==> src/rtl/aes_pkg.sv <==
// aes_pkg: shared constants and helpers for the Rijndael round datapath.
//   BYTE_W        - bits per state byte
//   ROWS          - rows in the Rijndael state
//   pipe_state_e  - occupancy of a registered stage with one skid entry
//   shift_offset  - ShiftRows row offset Cr for a given column count
//   nb_legal      - true for the column counts Rijndael defines (4, 6, 8)
package aes_pkg;

   localparam int BYTE_W = 8;
   localparam int ROWS   = 4;

   // EMPTY: nothing held; ONE: main register valid; FULL: main and skid valid.
   typedef enum logic [1:0] {
      ST_EMPTY = 2'd0,
      ST_ONE   = 2'd1,
      ST_FULL  = 2'd2
   } pipe_state_e;

   // Row 0 never moves; 8-column states use the wider 1/3/4 offsets.
   function automatic int shift_offset(input int nb, input int row);
      int off;
      off = 0;
      if (row != 0) begin
         if (nb == 8) begin
            case (row)
               1:       off = 1;
               2:       off = 3;
               default: off = 4;
            endcase
         end else begin
            off = row;
         end
      end
      return off;
   endfunction

   function automatic bit nb_legal(input int nb);
      return (nb == 4) || (nb == 6) || (nb == 8);
   endfunction

endpackage

==> src/rtl/shift_rows_core.sv <==
// shift_rows_core: combinational ShiftRows / InvShiftRows permutation.
//   in   - state, byte k = in[8k+:8] is row k%4, column k/4
//   inv  - 0 rotates each row left by Cr, 1 rotates it right by Cr
//   out  - permuted state, same byte layout as in
// Every source index is an elaboration constant, so each output byte is a
// plain 2:1 byte mux between its forward and inverse source.
module shift_rows_core
   import aes_pkg::*;
#(
   parameter int NB = 4
) (
   input  logic [0:32*NB-1] in,
   input  logic             inv,
   output logic [0:32*NB-1] out
);

   for (genvar c = 0; c < NB; c++) begin : g_col
      for (genvar r = 0; r < ROWS; r++) begin : g_row
         localparam int SH    = shift_offset(NB, r);
         localparam int SRC_F = (c + SH) % NB;
         // NB is added first so the modulo operand is never negative.
         localparam int SRC_I = (c + NB - SH) % NB;

         assign out[BYTE_W*(ROWS*c + r) +: BYTE_W] =
            inv ? in[BYTE_W*(ROWS*SRC_I + r) +: BYTE_W]
                : in[BYTE_W*(ROWS*SRC_F + r) +: BYTE_W];
      end
   end

endmodule

==> src/rtl/shift_rows_pipe.sv <==
// shift_rows_pipe: registered ShiftRows / InvShiftRows stage with a
// two-entry (main + skid) buffer, sustaining one block per cycle.
//   clk, rst            - clock, asynchronous active-high reset
//   in_valid/in_ready   - upstream handshake
//   in_data/in_inv      - state block and direction (sampled on accept)
//   in_tag              - sideband carried alongside the block
//   out_valid/out_ready - downstream handshake
//   out_data/out_tag    - permuted block and its tag
//
// Handshake: a block moves on a rising clk edge when valid && ready are both
// high on that side. A producer holding valid may not be assumed to be
// accepted until that edge. in_ready is registered and is low only while the
// skid entry is occupied, so it never depends combinationally on out_ready.
// While out_valid && !out_ready the output block and tag are held stable.
module shift_rows_pipe
   import aes_pkg::*;
#(
   parameter int NB    = 4,
   parameter int TAG_W = 4
) (
   input  logic             clk,
   input  logic             rst,
   input  logic             in_valid,
   output logic             in_ready,
   input  logic [0:32*NB-1] in_data,
   input  logic             in_inv,
   input  logic [TAG_W-1:0] in_tag,
   output logic             out_valid,
   input  logic             out_ready,
   output logic [0:32*NB-1] out_data,
   output logic [TAG_W-1:0] out_tag
);

   localparam int W = 32 * NB;

   if (!nb_legal(NB)) begin : g_bad_nb
      $error("shift_rows_pipe: NB must be 4, 6 or 8");
   end
   if (TAG_W < 1) begin : g_bad_tag
      $error("shift_rows_pipe: TAG_W must be at least 1");
   end

   // Permuting ahead of the registers means neither register stores in_inv.
   logic [0:W-1] perm_data;

   shift_rows_core #(
      .NB (NB)
   ) u_core (
      .in  (in_data),
      .inv (in_inv),
      .out (perm_data)
   );

   pipe_state_e      state;
   pipe_state_e      state_nxt;
   logic             skid_valid;
   logic [0:W-1]     skid_data;
   logic [TAG_W-1:0] skid_tag;

   logic accept;
   logic load_main;
   logic load_skid;
   logic skid_to_main;

   assign accept = in_valid && in_ready;

   always_comb begin
      state_nxt    = state;
      load_main    = 1'b0;
      load_skid    = 1'b0;
      skid_to_main = 1'b0;
      case (state)
         ST_EMPTY: begin
            if (accept) begin
               state_nxt = ST_ONE;
               load_main = 1'b1;
            end
         end
         ST_ONE: begin
            if (accept && !out_ready) begin
               state_nxt = ST_FULL;
               load_skid = 1'b1;
            end else if (accept) begin
               // Current block leaves on this edge; the new one replaces it.
               load_main = 1'b1;
            end else if (out_ready) begin
               state_nxt = ST_EMPTY;
            end
         end
         ST_FULL: begin
            if (out_ready) begin
               state_nxt    = ST_ONE;
               skid_to_main = skid_valid;
            end
         end
         default: begin
            state_nxt = ST_EMPTY;
         end
      endcase
   end

   // Handshake flags are registered decodes of the next state.
   always_ff @(posedge clk or posedge rst) begin
      if (rst) begin
         state      <= ST_EMPTY;
         in_ready   <= 1'b1;
         out_valid  <= 1'b0;
         skid_valid <= 1'b0;
      end else begin
         state      <= state_nxt;
         in_ready   <= (state_nxt != ST_FULL);
         out_valid  <= (state_nxt != ST_EMPTY);
         skid_valid <= (state_nxt == ST_FULL);
      end
   end

   always_ff @(posedge clk or posedge rst) begin
      if (rst) begin
         out_data  <= '0;
         out_tag   <= '0;
         skid_data <= '0;
         skid_tag  <= '0;
      end else begin
         if (load_main) begin
            out_data <= perm_data;
            out_tag  <= in_tag;
         end else if (skid_to_main) begin
            out_data <= skid_data;
            out_tag  <= skid_tag;
         end
         if (load_skid) begin
            skid_data <= perm_data;
            skid_tag  <= in_tag;
         end
      end
   end

endmodule
==> config.mk <==
export PLATFORM = sky130hd
export DESIGN_NAME = shift_rows_pipe
export DESIGN_NICKNAME = d
export VERILOG_FILES = /design/src/rtl/aes_pkg.sv /design/src/rtl/shift_rows_core.sv /design/src/rtl/shift_rows_pipe.sv
export SDC_FILE = /design/constraint.sdc
export NUM_CORES = 1
export LEC_CHECK = 0
export CAP_MARGIN = 20
export CORE_MARGIN = 4
export CORE_UTILIZATION = 46
export CTS_CLUSTER_DIAMETER = 60
export DETAILED_ROUTE_END_ITERATION = 8
export PLACE_DENSITY_LB_ADDON = 0.2
export SLEW_MARGIN = 20
export SYNTH_ARGS = -nofsm -noshare
export SYNTH_HDL_FRONTEND = slang
export SYNTH_SLANG_ARGS = --single-unit
export TNS_END_PERCENT = 30
==> constraint.sdc <==
create_clock -name clk -period 9 [get_ports clk]
set_clock_uncertainty 0.2 [all_clocks]
set_input_delay 0.9 -clock clk [delete_from_list [all_inputs] [get_ports clk]]
set_output_delay 0.9 -clock clk [all_outputs]
set_load 0.02 [all_outputs]
* Word-level counts from Yosys, hierarchy flattened *
Cells that the tools add are included.

word-level totals
  flip-flop bits (word level) = 269
  input bits = 137
  output and inout port bits = 134
  word-level logic and storage cells = 43

operators by class
  equal/unequal tests = 4
  mux-type cells = 25
  reductions and logical operators = 6

operators with widths
  kind                count
  $mux 128            2
  $mux 8              8
  $mux 2              5
  $mux 4              2
  $mux 1              6
  $pmux 2 s3          1
  $eq 2x2->1 const B  2
  $reduce_bool 2->1   2
  $eq 2x1->1 const B  1
  $logic_and 1x1->1   2
  $logic_not 2->1     1
  $ne 2x2->1 const B  1
  $pmux 1 s2          1
  $logic_not 1->1     1

* Depth between registers and ports, before layout *
  word-level depth = 5
  depth in mapped cells = 7
  gate-level depth less buffers = 3

* Hierarchy *
A second synthesis with hierarchy kept.

second synthesis, totals
  cell total of the unflattened synthesis = 876
  area total of the unflattened synthesis = 12360.6 µm²

modules (own cells, without submodules)
  module           times used  cells an instance  area an instance (µm²)  sequential area each (µm²)
  shift_rows_pipe  1           741                10802.9                 6732.7
  shift_rows_core  1           135                1557.7                  0.0

* Worst setup path after synthesis *
OpenSTA, ideal clock, no wires.

  path type = input to register
  start point = in out_ready
  end point = reg skid_data[0] in the netlist's numbering
  library setup time = 0.125 ns
  arrival time = 1.928 ns
  data required time = 8.675 ns
  slack = 6.747 ns
  cell stages on the path = 6
  path buffers = 3
  cell sequence = nand2b_1 > buf_4 > nor2_4 > buf_6 > buf_6 > mux2_2

on the way
  word-level cells in the longest chain between the ends = 4

ends and longest elaborated chain
  element               line                    source
  start, declared       shift_rows_pipe.sv:29   input logic out_ready,
  $logic_not 1->1       shift_rows_pipe.sv:80   if (accept && !out_ready) begin
  $logic_and 1x1->1     shift_rows_pipe.sv:80
  $mux 1                shift_rows_pipe.sv:80
  $mux 1                shift_rows_pipe.sv:72   case (state)
  end signal, assigned  shift_rows_pipe.sv:132  skid_data <= perm_data;
  end, declared         shift_rows_pipe.sv:57   logic [0:W-1] skid_data;

Every way passes these cells.
A chain may end at the register's enable or synchronous reset.

* Worst setup path in the final report *
  start point = in in_valid
  end point = reg skid_tag[1]

on the way
  word-level cells in the longest chain between the ends = 4

ends and longest elaborated chain
  element               line                    source
  start, declared       shift_rows_pipe.sv:23   input logic in_valid,
  $logic_and 1x1->1     shift_rows_pipe.sv:65   assign accept = in_valid && in_ready;
  $logic_and 1x1->1     shift_rows_pipe.sv:80
  $mux 1                shift_rows_pipe.sv:80
  $mux 1                shift_rows_pipe.sv:72
  end signal, assigned  shift_rows_pipe.sv:133  skid_tag <= in_tag;
  end, declared         shift_rows_pipe.sv:58   logic [TAG_W-1:0] skid_tag;

Every way passes these cells.

==> impl_metrics.ini <==
[route]
routed_wirelength_um = 30320
wl_met1_um = 13250
viasPerCell = 5.564
drtIter0Drc = 634
vias = 8490
post-route-drc-count = 0
highest_layer = met5
met2_length_um = 13900
wire_per_inst_um = 19.87
ant_nets = 0
dr.pass1.iters = 5
met3_wirelength_um = 2532

[setup_path]
path_cells = clkdlybuf4s50_1, nand3b_4, nor2_4, buf_4, mux2_2
critPathRequiredTime_ps = 9220
worstPathArrival_ps = 3790
slowest_stage = nor2_4
crit_fanout = 60
end_kind = flip-flop
crit_type = input port to flip-flop
critPathMaxStageDelay_ps = 820
crit_buf_inv = 2
cp-startpoint = in_valid
start_kind = input port
critPathTopFamily = buffers and inverters
timing.rr.start = in_ready$_DFF_PP1_

[logic_synthesis]
synth.most_common_cell = dfrtp_1
synth_compound_area_share_pct = 17.82
syn-num-nets = 1078
ys_types = 30
netlist_area_um2 = 11940
post_synth_mux_area_share_pct = 13.80
synth.area.top_cells = dfrtp_1 (56%), mux2_2 (9.5%), a221oi_2 (5.9%)
synth-adder-area-share_pct = 0
synth_top_family_by_area = compound AO/OA/AOI/OAI gates
ys_seq_area_share_pct = 56.39
ys_warn_count = 0
netlist.area_leader.share_pct = 56.17
synthCells = 941
synth-simple-area-share_pct = 5.889
avgSynthCellArea_um2 = 12.69
synthArstFlopShare_pct = 100.0
synth-seq-cells = 269
synth_edf_count = 0
synth_top_area_cell = dfrtp_1
synth_xor_area_share_pct = 0
synth_common_cells = dfrtp_1 (268), a21oi_1 (113), mux2_2 (101)
ys.flop_type = dfrtp_1

[placement]
dpl_cell_area_um2 = 14660
io_buffers = 270
gp_congestion = 0.7865
post-dp-hpwl_um = 18940
pre_cts_slack_ps = 4842

[power_and_ir_drop]
pwr-share-clk_pct = 21.6
power.density_nw_per_um2 = 350.1
seq_power_share_pct = 39.1
comb_power_share_pct = 39.4
intPower_mw = 3.573
p_sw_share_pct = 34.68
p_leak_nw = 6.684
power_switching_mw = 1.898
ir_worst_vdd_uv = 185.1

[timing]
layout_setup_ws_ps = 5430
fin_crit_sh_pct = 39.67
maxSlewHeadroom_pct = 25.30
setup_viol = 0
max_freq_mhz = 280.1
tns_ps = 0
drv_slew = 0
fin_crit_ps = 3570
final_hold_viol_count = 0
rsz0062_at_grt = no
tightest_slew_ps = 1121

[clock_tree]
cts_root_buf = clkbuf_16
cts_tree = done
post_cts_buffers = 0
ctsResizeCount = 0
hold_buffers = 0
cts_buffer_depth = 3
clkSlewWorstSetupHoldPaths_ps = 60
cts_max_level = 1
clock-sinks = 269
numCtsBuffers = 31
clk_latency_ps = 530

[min_path]
hold_path.class = flip-flop to flip-flop
min-delay-start = skid_data[98]$_DFFE_PP0P_

[grt]
grt_pass1_wl_um = 49080
grt_usage_pct = 20.89
grt-ovfl-total = 0
grt_max_degree = 149
grt_pass1_vias = 8764
antenna_found_initial = 1

[finish]
fin_nets = 1313
drive_gt1_share_pct = 17.81
final_cell_area_um2 = 15630
diodes = 0
area_growth_pct = 30.86

[floorplanning]
core_um2 = 25330
dieHeight_um = 169.1
initial_core_util_pct = 47.14
fp.dieW_um = 169.1
io_pins = 271
row_count = 58
die_area_um2 = 28600

[run]
maxCapViolCount = 0

[outcome]
status = finished clean
==> placed cells by master, fill, tap and decap left out <==
master	n
and2_1	65
clkinv_8	1
inv_8	1
a221oi_1	1
buf_4	9
buf_12	1
o2bb2ai_1	1
o22ai_1	2
and3b_4	1
a221o_1	65
a21oi_4	1
o21ai_0	4
nand2b_1	2
bufinv_16	1
clkinvlp_4	3
clkdlybuf4s50_1	269
clkbuf_8	4
and4b_4	1
clkbuf_1	7
and2b_2	1
nand3b_4	1
mux2i_1	51
dfrtp_1	268
dfstp_2	1
a21oi_1	113
clkbuf_16	31
nand3_1	3
nor2_1	48
nand2_1	2
nand4b_1	1
nor2_4	2
o32ai_1	16
clkinv_2	5
mux2_2	101
inv_6	1
a221oi_2	47
inv_1	65
==> area by class of cell <==
| type | count | area, um2 |
|---|---|---|
| clock buffer | 42 | 857.1 |
| inverter | 66 | 255.2 |
| timing repair buffer | 279 | 2780 |
| tap | 330 | 412.9 |
| multi-input combinational | 529 | 4484 |
| clock inverter | 11 | 102.6 |
| fill | 2067 | 9702 |
| sequential | 269 | 6733 |
==> registers in the layout, summed over array words and instances (netlist names) <==
| name | count |
|---|---|
| out_tag | 4 |
| skid_data | 128 |
| skid_valid | 1 |
| skid_tag | 4 |
| state | 2 |
| out_data | 128 |
| in_ready | 1 |
| out_valid | 1 |
==> final timing paths <==
kind / endpoint / slack (ps) / cells after the start
setup / recovery: skid_tag[1]$_DFFE_PP0P_ / 5430 / 5
hold / removal: skid_data[98]$_DFFE_PP0P_ / 290 / 1
setup reg to reg: skid_tag[1]$_DFFE_PP0P_ / 5810 / 4
hold reg to reg: skid_data[98]$_DFFE_PP0P_ / 290 / 1
max in group asynchronous: out_data[73]$_DFFE_PP0P_ / 6610 / 3
min in group asynchronous: skid_data[69]$_DFFE_PP0P_ / 710 / 2
==> per-layer routing <==
| layer | vias to the layer above | global-route usage [%] |
|---|---|---|
| met2 | 288 | 31.89 |
| met5 | - | 0 |
| met3 | 51 | 6.165 |
| met1 | 4254 | 29.63 |
| li1 | 3895 | - |
| met4 | 2 | 5.285 |
==> cells by family after synthesis <==
logic type | after synthesis
multiplexers | 152
buffers and inverters | 143
flip-flops | 269
AO/OA/AOI/OAI | 250
AND/OR/NAND/NOR | 127
==> per-stage QoR <==
step / cells / power (mW) / hold slack (ps) / util [%]
final: 1526 / 5.471 / 294.6 / 61.69
after global routing: 1526 / 5.787 / 302.6 / 61.69
after CTS: 1526 / 5.527 / 300.8 / 61.68
after detailed placement: 1473 / 4.323 / 287.2 / 57.89
after global placement: 1473 / 4.268 / 281.2 / 57.89
after floorplan: 941 / 3.411 / 272.0 / -
==> power by group through the flow <==
stage	Clock, mW	Combinational (mW)	Sequential (mW)
after floorplan	0	0.981	2.43
after global placement	0	2.14	2.13
after detailed placement	0	2.18	2.14
after CTS	1.21	2.18	2.14
after global routing	1.26	2.31	2.22
final	1.18	2.15	2.14
Note: power is estimated with default switching activity, not from simulation.
